## src/rtl/tdm_selector41_pkg.sv

```systemverilog
// Shared types and constants for the tdm_selector41 four-channel TDM collector.
package tdm_selector41_pkg;

    localparam int CH_W = 2;
    localparam int N_CH = 4;

    typedef enum logic {
        IDLE = 1'b0,
        RUN  = 1'b1
    } state_e;

    function automatic logic par_acc(input logic acc, input logic sample);
        return acc ^ sample;
    endfunction

endpackage

```

## src/rtl/tdm_next_chan.sv

```systemverilog
// Cyclic priority search: next enabled channel above chan_i, plus a flag telling
// whether that channel is the lowest enabled one (i.e. it starts a frame).
module tdm_next_chan
    import tdm_selector41_pkg::*;
(
    input  logic [CH_W-1:0] chan_i,
    input  logic [N_CH-1:0] mask_i,
    output logic [CH_W-1:0] next_o,
    output logic            is_first_o
);

    logic [CH_W-1:0] idx_s;
    logic [CH_W-1:0] low_s;
    logic            found_s;
    logic            low_found_s;
    logic            hit_s;

    // Scan upward from chan_i+1 with wrap; the fourth step revisits chan_i itself.
    always_comb begin
        next_o      = chan_i;
        idx_s       = chan_i;
        found_s     = 1'b0;
        hit_s       = 1'b0;
        low_s       = {CH_W{1'b0}};
        low_found_s = 1'b0;
        for (int i = 1; i <= N_CH; i++) begin
            idx_s   = chan_i + CH_W'(i);
            hit_s   = !found_s && mask_i[idx_s];
            next_o  = hit_s ? idx_s : next_o;
            found_s = found_s | hit_s;
        end
        for (int k = 0; k < N_CH; k++) begin
            hit_s       = !low_found_s && mask_i[k];
            low_s       = hit_s ? CH_W'(k) : low_s;
            low_found_s = low_found_s | hit_s;
        end
        is_first_o = found_s && (next_o == low_s);
    end

endmodule

```

## src/rtl/tdm_selector41.sv

```systemverilog
// Four-to-one TDM selector: round-robin over enabled channels, SLOT_CYCLES per slot.
// Optional frame parity output enabled by defining TDM_SELECTOR41_PARITY_EN.
module tdm_selector41
    import tdm_selector41_pkg::*;
#(
    parameter int SLOT_CYCLES = 4
) (
    input  logic       iClk,
    input  logic       iRst_n,
    input  logic       iEn,
    input  logic       iC0,
    input  logic       iC1,
    input  logic       iC2,
    input  logic       iC3,
    input  logic [3:0] iMask,
    output logic       oZ,
    output logic       oS1,
    output logic       oS0,
    output logic       oValid,
    output logic       oFrame
`ifdef TDM_SELECTOR41_PARITY_EN
    ,
    output logic       oParity
`endif
);

    localparam int CNT_W = (SLOT_CYCLES > 1) ? $clog2(SLOT_CYCLES) : 1;
    localparam logic [CNT_W-1:0] CNT_LAST = CNT_W'(SLOT_CYCLES - 1);

    state_e          state_q, state_d;
    logic [CH_W-1:0] chan_q, chan_d;
    logic [CNT_W-1:0] cnt_q, cnt_d;
    logic            z_q, z_d;
    logic            valid_q, valid_d;
    logic            frame_q, frame_d;
    logic            acc_q, acc_d;
    logic            par_q, par_d;

    logic [N_CH-1:0] lines_s;
    logic [CH_W-1:0] search_from_s;
    logic [CH_W-1:0] next_chan_s;
    logic            first_s;
    logic            go_s;
    logic            sample_s;

    assign lines_s  = {iC3, iC2, iC1, iC0};
    assign go_s     = iEn && (iMask != 4'b0000);
    // From IDLE, searching above the top channel yields the lowest enabled one.
    assign search_from_s = (state_q == RUN) ? chan_q : CH_W'(N_CH - 1);
    assign sample_s = lines_s[next_chan_s];

    tdm_next_chan u_next (
        .chan_i     (search_from_s),
        .mask_i     (iMask),
        .next_o     (next_chan_s),
        .is_first_o (first_s)
    );

    // Next-state and output-register logic for the IDLE/RUN scanner.
    always_comb begin
        state_d = state_q;
        chan_d  = chan_q;
        cnt_d   = cnt_q;
        z_d     = z_q;
        valid_d = valid_q;
        frame_d = 1'b0;
        acc_d   = acc_q;
        par_d   = par_q;
        case (state_q)
            IDLE: begin
                if (go_s) begin
                    state_d = RUN;
                    chan_d  = next_chan_s;
                    cnt_d   = {CNT_W{1'b0}};
                    z_d     = sample_s;
                    valid_d = 1'b1;
                    frame_d = 1'b1;
                    acc_d   = sample_s;
                    par_d   = 1'b0;
                end else begin
                    state_d = IDLE;
                    chan_d  = {CH_W{1'b0}};
                    cnt_d   = {CNT_W{1'b0}};
                    z_d     = 1'b0;
                    valid_d = 1'b0;
                    acc_d   = 1'b0;
                    par_d   = 1'b0;
                end
            end
            RUN: begin
                if (!go_s) begin
                    state_d = IDLE;
                    chan_d  = {CH_W{1'b0}};
                    cnt_d   = {CNT_W{1'b0}};
                    z_d     = 1'b0;
                    valid_d = 1'b0;
                    acc_d   = 1'b0;
                    par_d   = 1'b0;
                end else if (cnt_q == CNT_LAST) begin
                    cnt_d   = {CNT_W{1'b0}};
                    chan_d  = next_chan_s;
                    z_d     = sample_s;
                    frame_d = first_s;
                    // A frame-start boundary publishes the finished frame and restarts the fold.
                    if (first_s) begin
                        par_d = acc_q;
                        acc_d = sample_s;
                    end else begin
                        acc_d = par_acc(acc_q, sample_s);
                    end
                end else begin
                    cnt_d = cnt_q + CNT_W'(1);
                end
            end
            default: begin
                state_d = IDLE;
                chan_d  = {CH_W{1'b0}};
                cnt_d   = {CNT_W{1'b0}};
                z_d     = 1'b0;
                valid_d = 1'b0;
                acc_d   = 1'b0;
                par_d   = 1'b0;
            end
        endcase
    end

    // State and output registers.
    always_ff @(posedge iClk or negedge iRst_n) begin
        if (!iRst_n) begin
            state_q <= IDLE;
            chan_q  <= {CH_W{1'b0}};
            cnt_q   <= {CNT_W{1'b0}};
            z_q     <= 1'b0;
            valid_q <= 1'b0;
            frame_q <= 1'b0;
            acc_q   <= 1'b0;
            par_q   <= 1'b0;
        end else begin
            state_q <= state_d;
            chan_q  <= chan_d;
            cnt_q   <= cnt_d;
            z_q     <= z_d;
            valid_q <= valid_d;
            frame_q <= frame_d;
            acc_q   <= acc_d;
            par_q   <= par_d;
        end
    end

    assign oZ     = z_q;
    assign oS1    = chan_q[1];
    assign oS0    = chan_q[0];
    assign oValid = valid_q;
    assign oFrame = frame_q;

`ifdef TDM_SELECTOR41_PARITY_EN
    assign oParity = par_q;
`else
    logic unused_par_s;
    assign unused_par_s = par_q ^ acc_q;
`endif

endmodule

```

## config.mk

```make
export PLATFORM = sky130hd
export DESIGN_NAME = tdm_selector41
export DESIGN_NICKNAME = d
export VERILOG_FILES = /design/src/rtl/tdm_selector41_pkg.sv /design/src/rtl/tdm_next_chan.sv /design/src/rtl/tdm_selector41.sv
export SDC_FILE = /design/constraint.sdc
export NUM_CORES = 1
export LEC_CHECK = 0
export CORE_UTILIZATION = 40
export DETAILED_ROUTE_END_ITERATION = 7
export PLACE_DENSITY = 0.78
export REMOVE_ABC_BUFFERS = 1
export SLEW_MARGIN = 30
export SYNTH_ARGS = -nofsm -noshare
export SYNTH_HDL_FRONTEND = slang
export SYNTH_SLANG_ARGS = --single-unit
```

## constraint.sdc

```tcl
create_clock -name iClk -period 2.2 [get_ports iClk]
set_input_delay 0.66 -clock iClk [delete_from_list [all_inputs] [get_ports iClk]]
set_output_delay 0.66 -clock iClk [all_outputs]
set_load 0.01 [all_outputs]
```

==> metrics.txt, run 1 <==
outcome complete, but fails checks; failing checks design-rule violations; Synth area leaders dfrtp_1, mux2i_1, buf_6; drt total wl 1578 um; Synth area leader dfrtp_1; Via density 5.696; htree depth 1; max_cap viols 0; post-layout instance area 939.7 sq um; clock network power share 0.249; Fin Setup TNS 0 ns; most frequent cell after synthesis dfrtp_1; hold crit path type register to register; Die Y 43.52 um; Post-synth EDFFs 0; row count 14; first-pass GRT wire length 2656 um; antenna-violating nets left 0; Final setup viols 0; vias in the first global route 646; ys async rst share 1.000; slowest stage cell, crit path clkdlybuf4s50_1; core area 0.001559 sq mm; Starting Density 0.4422; CP arrival 2.33 ns; CP Launch Type primary input; Sink Count 8; cell count after synthesis 77; Top FF cell, synth dfrtp_1; Fmax 465.5 MHz; placed wire-length estimate 1173 um; filler cell count 140; synth warn 0; Final Hold Vio Count 0; Internal Power 312.0 uW; reg-to-reg startpoint chan_q[0]; Netlist cell types 43; Worst R2R Path Depth 6; WL/cell 13.72 um; TritonCTS clock tree yes; flops & latches, synth 8; Vias 655; crit path kind primary input to register; Root Driver clkbuf_4; Yosys top cell area share 0.2904; gr usage total 0.1871; CP Capture Type register; slew margin rel. 0.7266; slowest stage delay, CP 0.56 ns; GRT Residual Overflow 0; hold_buf cts 0; clk buf depth 2; Pwr Density 485.3 mW/mm^2; CP endpoint chan_q[0]; post-synthesis sequential area ratio 0.2904; first drt pass iteration count 6; Layout Skew 0.007795 ns; Seq pwr share 0.391; CTS buffer count 3; CTS clk-pin slew, worst paths 0.06 ns; GPL Wtd Cong 0.8226; sw frac 0.3157; Critical Path Fanout Max 4; initial DRC count 21; Worst-Margin Slew 0.4101 ns; post-route minimum period 2.148 ns; final period utilization 0.9765; commonest cells in the netlist dfrtp_1, nand2_1, inv_1; die area 0.001894 sq mm; layout cells sized above 1 0.2626; synthesized area per cell 8.953 sq um; P&R area growth vs syn 36.30%; Die Span X 43.52 um; Static Leak 0.4114 nW; I/O Pins 16; Hold WS 0.4491 ns; crit path cell chain clkdlybuf4s50_1 -> buf_4 -> o32ai_1 -> o21ai_2 -> a21oi_2 -> or4b_1 -> a31oi_1; IO buf count 15; largest net degree at the start of global routing 16; Worst-Skew Late Latency 0.26 ns; r2r endpoint chan_q[0]; Worst EP required 2.38 ns; initial antenna violation count 0; Pwr Total 456.0 uW; nets@finish 113; NetSw 144.0 uW; diode count 0; crit path launch iMask[0]; Post-Syn Area 689.4 sq um; Final Max Slew Viols 0; Comb pwr share 0.361; worst reg2reg setup slack 0.18 ns; DRC 4; VDD IR max 0.0002877 V; placed standard-cell area 888.4 sq um
==> critical path: cells and delay by family <==
kind                   cells  cell delay (ns)
and+or+nand+nor            1             0.48
AOI/OAI and AO/OA          4             0.49
buffers and inverters      2             0.71
==> worst min path at each step <==
| stage | startpoint | to | slack, ns | cells after the start |
|---|---|---|---|---|
| detailed placement | cnt_q[0] | cnt_q[0] | 0.44 | 1 |
| floorplan | iRst_n | chan_q[0] | 0.36 | 0 |
| CTS | cnt_q[0] | cnt_q[0] | 0.45 | 1 |
| global route | cnt_q[0] | cnt_q[0] | 0.47 | 1 |
| finish | cnt_q[0] | cnt_q[0] | 0.45 | 1 |
| global placement | cnt_q[0] | cnt_q[0] | 0.43 | 1 |
==> registers in the layout, summed over array words and instances, names as in the netlist <==
signal	flops
chan_q	2
cnt_q	2
oFrame	1
oValid	1
oZ	1
state_q	1
==> placed cells by master, fill, tap and decap left out, types with 2 or more instances in the layout <==
cell             Yosys  final
clkdlybuf4s50_1      0     12
buf_4                1      8
dfrtp_1              8      7
nand2_1              6      6
inv_1                5      5
a21oi_1              4      4
mux2i_1              4      4
nor2_1               4      3
clkbuf_4             0      3
o21ai_0              4      2
nor2b_1              2      2
nand2b_1             2      2
nor3b_1              2      2
o21ai_1              0      2
mux2_4               1      2
nand3_1              2      2
a211oi_2             1      2
dlymetal6s2s_1       0      2
==> what timing repair did <==
item,4_1_cts,5_1_grt
pin swaps,0,1
setup buffers,0,0
cloned,0,0
resized for setup,3,9
setup endpoints to repair,2,4
==> routing by layer <==
layer / vias to the layer above / GRT usage / share of wire / wire length, um
met2: 11 / 0.3303 / 0.51 / 809
met1: 316 / 0.2266 / 0.45 / 713
met5: - / 0 / 0 / 0
met3: 0 / 0.05417 / 0.034 / 54
met4: 0 / 0.03750 / 0 / 0
li1: 328 / - / - / -
==> area by class of cell <==
class                           instances  area (sq um)  area share
Inverter                                5         18.77     0.01997
Timing Repair Buffer                   24         225.2      0.2397
Multi-Input combinational cell         59         451.7      0.4807
Sequential cell                         8         201.4      0.2144
Tap cell                               16         20.02     0.02130
Clock buffer                            3         22.52     0.02397
==> cell families after synthesis <==
logic type,after synthesis,share of synthesized area
and+or+nand+nor,29,0.2577
AOI/OAI and AO/OA,22,0.2414
buffers and inverters,10,0.08348
DFF,8,0.2904
muxes,6,0.09618
xor gates and xnor gates,1,0.01271
adders and majority gates,1,0.01815
==> power groups by stage <==
stage	sequential, mW	clock [mW]	combinational (mW)
global route	0.180	0.129	0.180
floorplan	0.179	0	0.0835
finish	0.178	0.113	0.164
detailed placement	0.181	0	0.156
CTS	0.178	0.118	0.156
global placement	0.180	0	0.152
==> per-stage QoR <==
stage / util / worst slack [ns] / std cells
3_3_place_gp: 0.5698 / -0.2856 / 112
3_5_place_dp: 0.5698 / -0.3050 / 112
6_report: 0.6027 / 0.05165 / 115
5_1_grt: 0.6027 / -0.03875 / 115
4_1_cts: 0.5835 / -0.004254 / 115
2_1_floorplan: - / 0.2868 / 72
No activity file was read; power rests on OpenSTA's default activity.
==> inputs of run 2 (changes only) <==
- CORE_MARGIN: not set -> 10
- SKIP_LAST_GASP: not set -> 1
==> metrics.txt, run 2 (synthesis results as in run 1) <==
gr usage total 0.09132; GPL Wtd Cong 0.8106; placed wire-length estimate 1306 um; CP arrival 2.32 ns; Pwr Density 479.9 mW/mm^2; Final setup viols 0; Worst R2R Path Depth 6; hold wc startpoint cnt_q[0]; DRC 0; r2r endpoint chan_q[0]; outcome completed; Via density 5.789; crit path cell chain clkdlybuf4s50_1 -> or2_2 -> a211oi_2 -> a211oi_2 -> mux2i_1 -> o31a_1 -> a21oi_1; Hold WS 0.4440 ns; P&R area growth vs syn 34.48%; Die Y 61.52 um; vias in the first global route 632; TritonCTS clock tree yes; GRT Residual Overflow 0; filler cell count 137; unrepaired setup endpoints after global routing yes; Final Hold Vio Count 0; Internal Power 309.6 uW; nets@finish 112; WHS Path Cells 1; die area 0.003784 sq mm; Setup WS post-layout 0.05156 ns; VDD IR max 0.0003151 V; Critical path buffers and inverters 1; Sink Count 8; pre-CTS WS -0.2902 ns; initial DRC count 9; I/O Pins 16; CP Capture Type register; layout cells sized above 1 0.2449; CP Launch Type primary input; CTS buffer count 3; drt total wl 1691 um; Comb pwr share 0.363; max_cap viols 0; first drt pass iteration count 4; row count 14; WL/cell 14.83 um; Final Max Slew Viols 0; Starting Density 0.4422; core area 0.001559 sq mm; most common cell after layout, fill and taps aside clkdlybuf4s50_1; slowest stage cell, crit path clkdlybuf4s50_1; IO buf count 15; Critical Path Fanout Max 4; diode count 0; Worst EP required 2.37 ns; clk buf depth 2; Vias 660; clock network power share 0.237; CTS clk-pin slew, worst paths 0.05 ns; initial antenna violation count 0; first-pass GRT wire length 2725 um; worst reg2reg setup slack 0.20 ns; post-route minimum period 2.148 ns; Fin Setup TNS 0 ns; final std cells w/o fill 114; Fmax 465.5 MHz; htree depth 1; registers with the most flip-flops chan_q: 2 flops, cnt_q: 2 flops; hold crit path type register to register; Worst-Skew Late Latency 0.25 ns; Top Family by Delay on Critical Path compound AO/OA/AOI/OAI gates; slowest stage delay, CP 0.47 ns; slew margin rel. 0.7300; Layout Utilization 0.5947; most used cell, CP a211oi_2; crit path launch iMask[0]; reg-to-reg startpoint chan_q[0]; final period utilization 0.9766; Static Leak 0.4055 nW; largest net degree at the start of global routing 16; Worst-Margin Slew 0.4050 ns; Hold EP cnt_q[0]; NetSw 135.3 uW; commonest non-fill, non-tap cells in the layout clkdlybuf4s50_1, dfrtp_1, buf_4; Die Span X 61.52 um; sw frac 0.3042; antenna-violating nets left 0; DP Cell Count 111; Layout Skew 0.002340 ns; Seq pwr share 0.400; Root Driver clkbuf_4; crit path kind primary input to register
run 2: how the worst max path moves through the flow:
| stage | cells after the start | end | slack, ns |
|---|---|---|---|
| floorplan | 6 | oZ | 0.29 |
| finish | 7 | oZ | 0.05 |
| detailed placement | 9 | oZ | -0.29 |
| global route | 7 | oZ | -0.03 |
| global placement | 7 | oZ | -0.25 |
| CTS | 7 | oZ | -0.003 |
run 2: stage by stage:
stage / cell area (sq um) / power [mW]
after floorplan: 650.6 / 0.2625
after global placement: 880.8 / 0.3314
after detailed placement: 880.8 / 0.3353
after CTS: 915.9 / 0.4511
after global routing: 927.1 / 0.4760
final: 927.1 / 0.4449
run 2: final cells by class:
class                      instances  area (sq um)  area share
inverter                           5         18.77     0.02024
multi-input combinational         59         446.7      0.4818
sequential                         8         201.4      0.2173
clock buffer                       3         22.52     0.02429
timing repair buffer              23         217.7      0.2348
tap                               16         20.02     0.02159
run 2: timing repair:
item / 4_1_cts / 5_1_grt
setup endpoints to repair: 2 / 4
endpoints found under the hold margin: 0 / 0
setup buffers: 0 / 0
gates resized for setup: 4 / 4
pin swaps: 1 / 1
hold buffers: 0 / 0
run 2: layer usage:
layer | part of all wire | GRT usage | routed length (um) | up-vias
met5 | 0 | 0 | 0 | -
met4 | 0 | 0.02866 | 0 | 0
met3 | 0.040 | 0.03086 | 67 | 0
met2 | 0.50 | 0.1625 | 840 | 10
met1 | 0.46 | 0.09930 | 782 | 322
li1 | - | - | - | 328
run 2: power by group through the flow:
stage / clock [mW] / sequential (mW) / combinational, mW
2_1_floorplan: 0 / 0.179 / 0.0835
3_3_place_gp: 0 / 0.180 / 0.152
3_5_place_dp: 0 / 0.181 / 0.155
4_1_cts: 0.112 / 0.178 / 0.161
5_1_grt: 0.119 / 0.181 / 0.176
6_report: 0.105 / 0.178 / 0.162
run 2: worst reg2reg max path, cell delays in order (launching register included):
cell	delay (ns)
dfrtp_1	0.57
nand2b_1	0.34
o32ai_1	0.14
o21ai_2	0.16
a21oi_2	0.09
or4b_1	0.46
a31oi_1	0.17
==> inputs of run 3 (changes only) <==
- GPL_ROUTABILITY_DRIVEN: not set -> 1
- SKIP_CTS_REPAIR_TIMING: not set -> 1
==> metrics.txt, run 3 (synthesis results as in run 1) <==
WL/cell 14.75 um; Comb pwr share 0.364; most common cell after layout, fill and taps aside clkdlybuf4s50_1; DRC 0; pre-CTS WS -0.2902 ns; final period utilization 0.9716; hold crit path type register to register; drt total wl 1681 um; Final Hold Vio Count 0; Die Span X 61.52 um; placed standard-cell area 880.8 sq um; vias in the first global route 611; GRT Residual Overflow 0; GPL Wtd Cong 0.8106; row count 14; Layout Skew 0.002249 ns; Worst EP required 2.37 ns; Final Max Slew Viols 0; Layout Utilization 0.5971; registers with the most flip-flops chan_q: 2 flops, cnt_q: 2 flops; Setup WS post-layout 0.06238 ns; WHS Path Cells 1; htree depth 1; Vias 649; CTS clk-pin slew, worst paths 0.05 ns; layout cells sized above 1 0.2449; Internal Power 309.9 uW; IO buf count 15; slew margin rel. 0.7320; placed wire-length estimate 1306 um; TritonCTS clock tree yes; NetSw 135.2 uW; sw frac 0.3038; post-route minimum period 2.138 ns; Fmax 467.8 MHz; CP arrival 2.30 ns; I/O Pins 16; first drt pass iteration count 4; gr usage total 0.09049; Root Driver clkbuf_4; initial DRC count 12; diode count 0; Pwr Density 478.2 mW/mm^2; Die Y 61.52 um; post-layout instance area 930.9 sq um; Final setup viols 0; CP Capture Type register; P&R area growth vs syn 35.03%; Seq pwr share 0.400; first-pass GRT wire length 2677 um; nets@finish 112; Starting Density 0.4422; VDD IR max 0.0003152 V; core area 0.001559 sq mm; CTS buffer count 3; Worst R2R Path Depth 6; commonest non-fill, non-tap cells in the layout clkdlybuf4s50_1, dfrtp_1, buf_4; CP Launch Type primary input; crit path launch iMask[0]; outcome completed; Worst-Margin Slew 0.4020 ns; Critical Path Fanout Max 4; largest net degree at the start of global routing 16; Sink Count 8; clock network power share 0.236; antenna-violating nets left 0; hold wc startpoint cnt_q[0]; reg-to-reg startpoint chan_q[0]; unrepaired setup endpoints after global routing yes; die area 0.003784 sq mm; clk buf depth 2; Worst-Skew Late Latency 0.25 ns; initial antenna violation count 0; Static Leak 0.4133 nW; crit path kind primary input to register; Via density 5.693; max_cap viols 0
## run 3: cell count changes in the layout (fill, tap and decap cells not counted)
cell	previous run	this run
dlygate4sd2_1	1	0
dlymetal6s2s_1	2	3
## run 3: worst paths after layout
path                       slack [ns]        end
max                              0.06         oZ
min                              0.44   cnt_q[0]
max reg2reg                      0.21  chan_q[0]
min reg2reg                      0.44   cnt_q[0]
max in group asynchronous        1.20  chan_q[1]
min in group asynchronous        0.70   cnt_q[0]
## run 3: per-layer routing
layer | up-vias | wire [um] | GRT usage
met2 | 8 | 837 | 0.1611
li1 | 327 | - | -
met5 | - | 0 | 0
met4 | 0 | 0 | 0.01911
met1 | 314 | 781 | 0.1016
met3 | 0 | 63 | 0.03086
## run 3: through the flow
step | setup TNS, ns | std cells | power, mW | hold WS (ns)
2_1_floorplan | 0 | 72 | 0.2625 | 0.3644
3_3_place_gp | -0.6836 | 111 | 0.3314 | 0.4326
3_5_place_dp | -0.8243 | 111 | 0.3353 | 0.4410
4_1_cts | -0.03292 | 114 | 0.4455 | 0.4507
5_1_grt | -0.02855 | 114 | 0.4768 | 0.4762
6_report | 0 | 114 | 0.4452 | 0.4438
## run 3: layout make-up
class	instances	area, sq um
clock buffer	3	22.52
fill	135	628.1
inverter	5	18.77
multi-input combinational	59	446.7
sequential	8	201.4
tap	16	20.02
timing repair buffer	23	221.5
## run 3: power by group through the flow
stage / registers (mW) / clock network [mW] / logic (mW)
2_1_floorplan: 0.179 / 0 / 0.0835
3_3_place_gp: 0.180 / 0 / 0.152
3_5_place_dp: 0.181 / 0 / 0.155
4_1_cts: 0.178 / 0.112 / 0.155
5_1_grt: 0.181 / 0.119 / 0.177
6_report: 0.178 / 0.105 / 0.162
## run 3: worst max-delay path, cell delays in order
cell             delay, ns
clkdlybuf4s50_1       0.47
or2_2                 0.37
a211oi_2              0.22
a211oi_2              0.08
mux2i_1               0.14
o31a_1                0.24
a21oi_1               0.13
==> patch 1, RTL diff (config.mk and constraints of run 2) <==
`CH_W`: 2 -> 4.
--- a/src/rtl/tdm_selector41_pkg.sv
+++ b/src/rtl/tdm_selector41_pkg.sv
@@ -1,7 +1,7 @@
 // Shared types and constants for the tdm_selector41 four-channel TDM collector.
 package tdm_selector41_pkg;
 
-    localparam int CH_W = 2;
+    localparam int CH_W = 4;
     localparam int N_CH = 4;
 
     typedef enum logic {
Behaviour: not the same (Yosys sat finds a counterexample within 4 cycles, from zero or initial values and one cycle with iRst_n low).
==> patch 1 against run 2 <==
  * The run now ends with negative setup slack left
  * Setup slack got worse by 0.47 ns
  * Die area grew 38%
  * Utilization up 4.6 points
  * Via count up 85%
  * Routed wire length grew 100%
  * Power rose by 120%
  * Sequential cell count rose by 2
  * Area after synthesis is 58% higher
  * Design area rose by 76%
  * Critical path type is now reg -> reg
  * Critical endpoint is now oFrame
  * Largest cell class unchanged
==> patch 1: results (changes against run 2) <==
- CTS clk-pin slew, worst paths: 0.07 ns (+0.02 ns)
- Final setup fails: 6 (+6)
- Global Route met3 Usage: 2.99% (-0.093 points)
- Reg power frac: 22.1% (-18 points)
- Met1 wire length: 1.37 mm (+75%)
- Largest registers: chan_q x4, cnt_q x2
- Drt pass-1 iters: 5 (+1)
- Routed vias/inst: 5.91 (+2.1%)
- Failing checks: negative setup slack
- Slew headroom: 69.0% (-4.0 points)
- WL met2: 1.68 mm (+99%)
- Register area share after synthesis: 22.9% (-6.1 points)
- Leak Pwr: 0.732 nW (+80%)
- Nets: 191 (+71%)
- Non-Filler Instances: 206 (+81%)
- Pre-CTS worst setup slack: -1.05 ns (-0.757 ns)
- Share of layout cells above drive strength 1: 40.3% (+16 points)
- DR WL/cell: 16.8 um (+13%)
- Max VDD drop: 0.000482 V (+53%)
- Syn Inst Count: 127 (+65%)
- Status: complete, but fails checks
- Worst setup margin: -0.423 ns (-0.475 ns)
- GRT Total Usage: 12.6% (+3.4 points)
- Met2 Use GR: 22.3% (+6.0 points)
- Dpl cells: 198 (+78%)
- First-pass GRT wire length: 5.50 mm (+100%)
-- patch 1: stage by stage --
stage / power [W] / area (um2)
floorplan: 0.000500 / 1040
global placement: 0.000703 / 1480
detailed placement: 0.000719 / 1480
CTS: 0.000918 / 1580
global route: 0.00102 / 1630
finish: 0.000961 / 1630
-- patch 1: timing repair --
item,in CTS,in global routing
pin swaps,2,2
buffers inserted,2,2
setup endpoints to repair,6,6
resized for setup,21,8
-- patch 1: final cells by class --
cell class              count  area (um2)  area share (%)
inverters                   9        38.8            2.38
repair buffers             53         454            27.8
clock buffers               4        36.3            2.22
flip-flops and latches     10         250            15.3
multi-input cells         100         815            49.9
well taps                  30        37.5            2.30
-- patch 1: final timing paths --
| check | startpoint | endpoint | slack [ns] | cells past startpoint |
|---|---|---|---|---|
| setup / recovery | state_q | oFrame | -0.42 | 11 |
| hold / removal | cnt_q[0] | cnt_q[0] | 0.47 | 1 |
| setup reg to reg | state_q | oFrame | -0.42 | 11 |
| hold reg to reg | cnt_q[0] | cnt_q[0] | 0.47 | 1 |
| max in group asynchronous | iRst_n | state_q | 1.18 | 1 |
| min in group asynchronous | iRst_n | chan_q[3] | 0.70 | 1 |
-- patch 1: kinds of logic after synthesis --
logic type	after synthesis	synth area share (%)
multiplexers	13	15.7
XOR/XNOR	5	4.01
adder cells (fa/ha/maj)	3	3.44
buffers and inverters	17	8.49
flip-flops	10	22.9
AND/OR/NAND/NOR	44	21.2
AO/OA/AOI/OAI	35	24.2
-- patch 1: worst max-delay path: stages (launching register included) --
cell and delay (ns):
dfrtp_1 0.39, nor2b_4 0.15, inv_6 0.06, buf_6 0.11, mux4_2 0.58, buf_6 0.15
nor2b_4 0.11, buf_4 0.13, buf_4 0.13, a31o_2 0.21, or4_4 0.42, o22ai_2 0.11
==> patch 2, RTL diff (settings of run 2) <==
Made on the original files. Add an input register stage for `iEn`, `iC0`, `iC1`, `iC2`, `iC3` and `iMask`; this delays them by one clock.
--- a/src/rtl/tdm_selector41.sv
+++ b/src/rtl/tdm_selector41.sv
@@ -27,6 +27,31 @@
     localparam int CNT_W = (SLOT_CYCLES > 1) ? $clog2(SLOT_CYCLES) : 1;
     localparam logic [CNT_W-1:0] CNT_LAST = CNT_W'(SLOT_CYCLES - 1);
 
+    logic iEn_q;
+    logic iC0_q;
+    logic iC1_q;
+    logic iC2_q;
+    logic iC3_q;
+    logic [3:0] iMask_q;
+
+    always_ff @(posedge iClk or negedge iRst_n) begin
+        if (!iRst_n) begin
+            iEn_q   <= '0;
+            iC0_q   <= '0;
+            iC1_q   <= '0;
+            iC2_q   <= '0;
+            iC3_q   <= '0;
+            iMask_q <= '0;
+        end else begin
+            iEn_q   <= iEn;
+            iC0_q   <= iC0;
+            iC1_q   <= iC1;
+            iC2_q   <= iC2;
+            iC3_q   <= iC3;
+            iMask_q <= iMask;
+        end
+    end
+
     state_e          state_q, state_d;
     logic [CH_W-1:0] chan_q, chan_d;
     logic [CNT_W-1:0] cnt_q, cnt_d;
@@ -43,15 +68,15 @@
     logic            go_s;
     logic            sample_s;
 
-    assign lines_s  = {iC3, iC2, iC1, iC0};
-    assign go_s     = iEn && (iMask != 4'b0000);
+    assign lines_s  = {iC3_q, iC2_q, iC1_q, iC0_q};
+    assign go_s     = iEn_q && (iMask_q != 4'b0000);
     // From IDLE, searching above the top channel yields the lowest enabled one.
     assign search_from_s = (state_q == RUN) ? chan_q : CH_W'(N_CH - 1);
     assign sample_s = lines_s[next_chan_s];
 
     tdm_next_chan u_next (
         .chan_i     (search_from_s),
-        .mask_i     (iMask),
+        .mask_i     (iMask_q),
         .next_o     (next_chan_s),
         .is_first_o (first_s)
     );
Behaviour: not the same (Yosys sat finds a counterexample within 4 cycles, from zero or initial values and one cycle with iRst_n low).
==> patch 2 against run 2 <==
  * Power grew 47%
  * Non-clock buffer count shrank 6
  * Setup slack gained 0.041 ns
  * Sequential power grew 100%
  * Utilization shrank 6.1 points
  * Die area grew 17%
  * Sequential cell count grew 9
  * Area after synthesis grew 26%
  * Routed wire length grew 7.5%
  * Clock skew grew 0.0017 ns
  * Register-to-register slack gained 0.11 ns
  * Design area grew 16%
  * Largest cell class is now flip-flops and latches
==> patch 2: results (changes against run 2) <==
- Cell Area, Placed: 1050 um2 (+20%)
- FF+latch area: 425 um2 (+110%)
- Clk_skew: 0.00399 ns (+0.00165 ns)
- Max VDD drop: 0.000424 V (+35%)
- GRT Total Usage: 8.84% (-0.29 points)
- Number of distinct library cells after synthesis: 33 (-23%)
- Pin count of the biggest net entering global routing: 18 (+2)
- DRT iter0 DRCs: 57 (+48)
- Vias: 736 (+12%)
- CP max stage delay: 0.61 ns (+0.14 ns)
- HP Class: reg -> reg
- Crit-path max FO: 11 (+7)
- Register area share after synthesis: 48.9% (+20 points)
- Post-CTS sizing: 0 (-4)
- Synth top cells by count: 17 x dfrtp_1, 7 x nor2_1, 5 x nor2b_1
- Crit path launch: chan_q[0]
- Clk_lat worst skew: 0.28 ns (+0.03 ns)
- Nets: 116 (+3.6%)
- Syn Inst Count: 85 (+10%)
- DR WL/cell: 14.0 um (-5.8%)
- Largest registers: iMask_q x4, chan_q x2, cnt_q x2
- First-pass GRT wire length: 3.09 mm (+13%)
- Slew headroom: 60.8% (-12 points)
- Hold WS: 0.463 ns (+0.0194 ns)
- Slowest stage cell on the critical path: clkdlybuf4s50_1
- Share of layout cells above drive strength 1: 6.80% (-18 points)
- Arr. time, crit path: 1.45 ns (-0.87 ns)
- Status: finished clean
- Crit path max-delay family: buffers and inverters
- Crit Reg-Reg Endpoint: oZ
- GPL Wtd Cong: 0.777 (-4.1%)
- Reg2Reg Setup Slack: 0.31 ns (+0.11 ns)
- Synth area leaders: dfrtp_1 49%, o32ai_1 4.0%, nor2b_1 3.6%
- Leak Pwr: 0.454 nW (+12%)
- Worst Hold Endpoint: cnt_q[0]
- Pre-CTS worst setup slack: 0.367 ns (+0.657 ns)
- Reg2Reg Depth: 5 (-1)
- Fill cells: 177 (+29%)
- Sw Share: 27.5% (-2.9 points)
- Vias in the first global route: 752 (+19%)
- HPWL after DPL: 1.39 mm (+6.1%)
- Dpl cells: 126 (+14%)
- Routed vias/inst: 5.66 (-2.2%)
-- patch 2: power by group through the flow --
stage | clock network (W) | logic, W | registers (W)
2_1_floorplan | 0 | 0.0000717 | 0.000363
3_3_place_gp | 0 | 0.000130 | 0.000363
3_5_place_dp | 0 | 0.000134 | 0.000364
4_1_cts | 0.000167 | 0.000135 | 0.000358
5_1_grt | 0.000185 | 0.000149 | 0.000362
6_report | 0.000160 | 0.000134 | 0.000358
-- patch 2: cell families (layout without fill, tap and decap cells) --
group | count (synthesis) | count (layout) | synth area share [%]
adders and majority gates | 1 | 1 | 1.44
AOI/OAI and AO/OA | 23 | 23 | 21.0
muxes | 1 | 1 | 1.15
and+or+nand+nor | 33 | 33 | 20.7
buffers and inverters | 7 | 25 | 3.74
xor gates and xnor gates | 3 | 3 | 3.02
DFF | 17 | 17 | 48.9
-- patch 2: routing by layer --
metal / track usage [%] / share of wire [%] / up-vias
li1: - / - / 353
met1: 8.96 / 38 / 345
met2: 14.9 / 52 / 32
met3: 2.51 / 6.9 / 6
met4: 6.81 / 2.4 / 0
met5: 0 / 0 / -
-- patch 2: final cells by class --
class / count / share of cell area (%)
well taps: 27 / 3.13
inverters: 4 / 1.62
flip-flops and latches: 17 / 39.4
clock buffers: 4 / 2.43
repair buffers: 17 / 15.3
multi-input cells: 61 / 38.1
-- patch 2: how the worst max path moves through the flow --
stage	end	slack (ns)	depth (start not counted)
CTS	oS0	0.08	1
detailed placement	oZ	0.37	5
floorplan	oZ	0.53	5
finish	oS0	0.09	1
global route	oS0	0.02	1
global placement	oS0	0.44	1
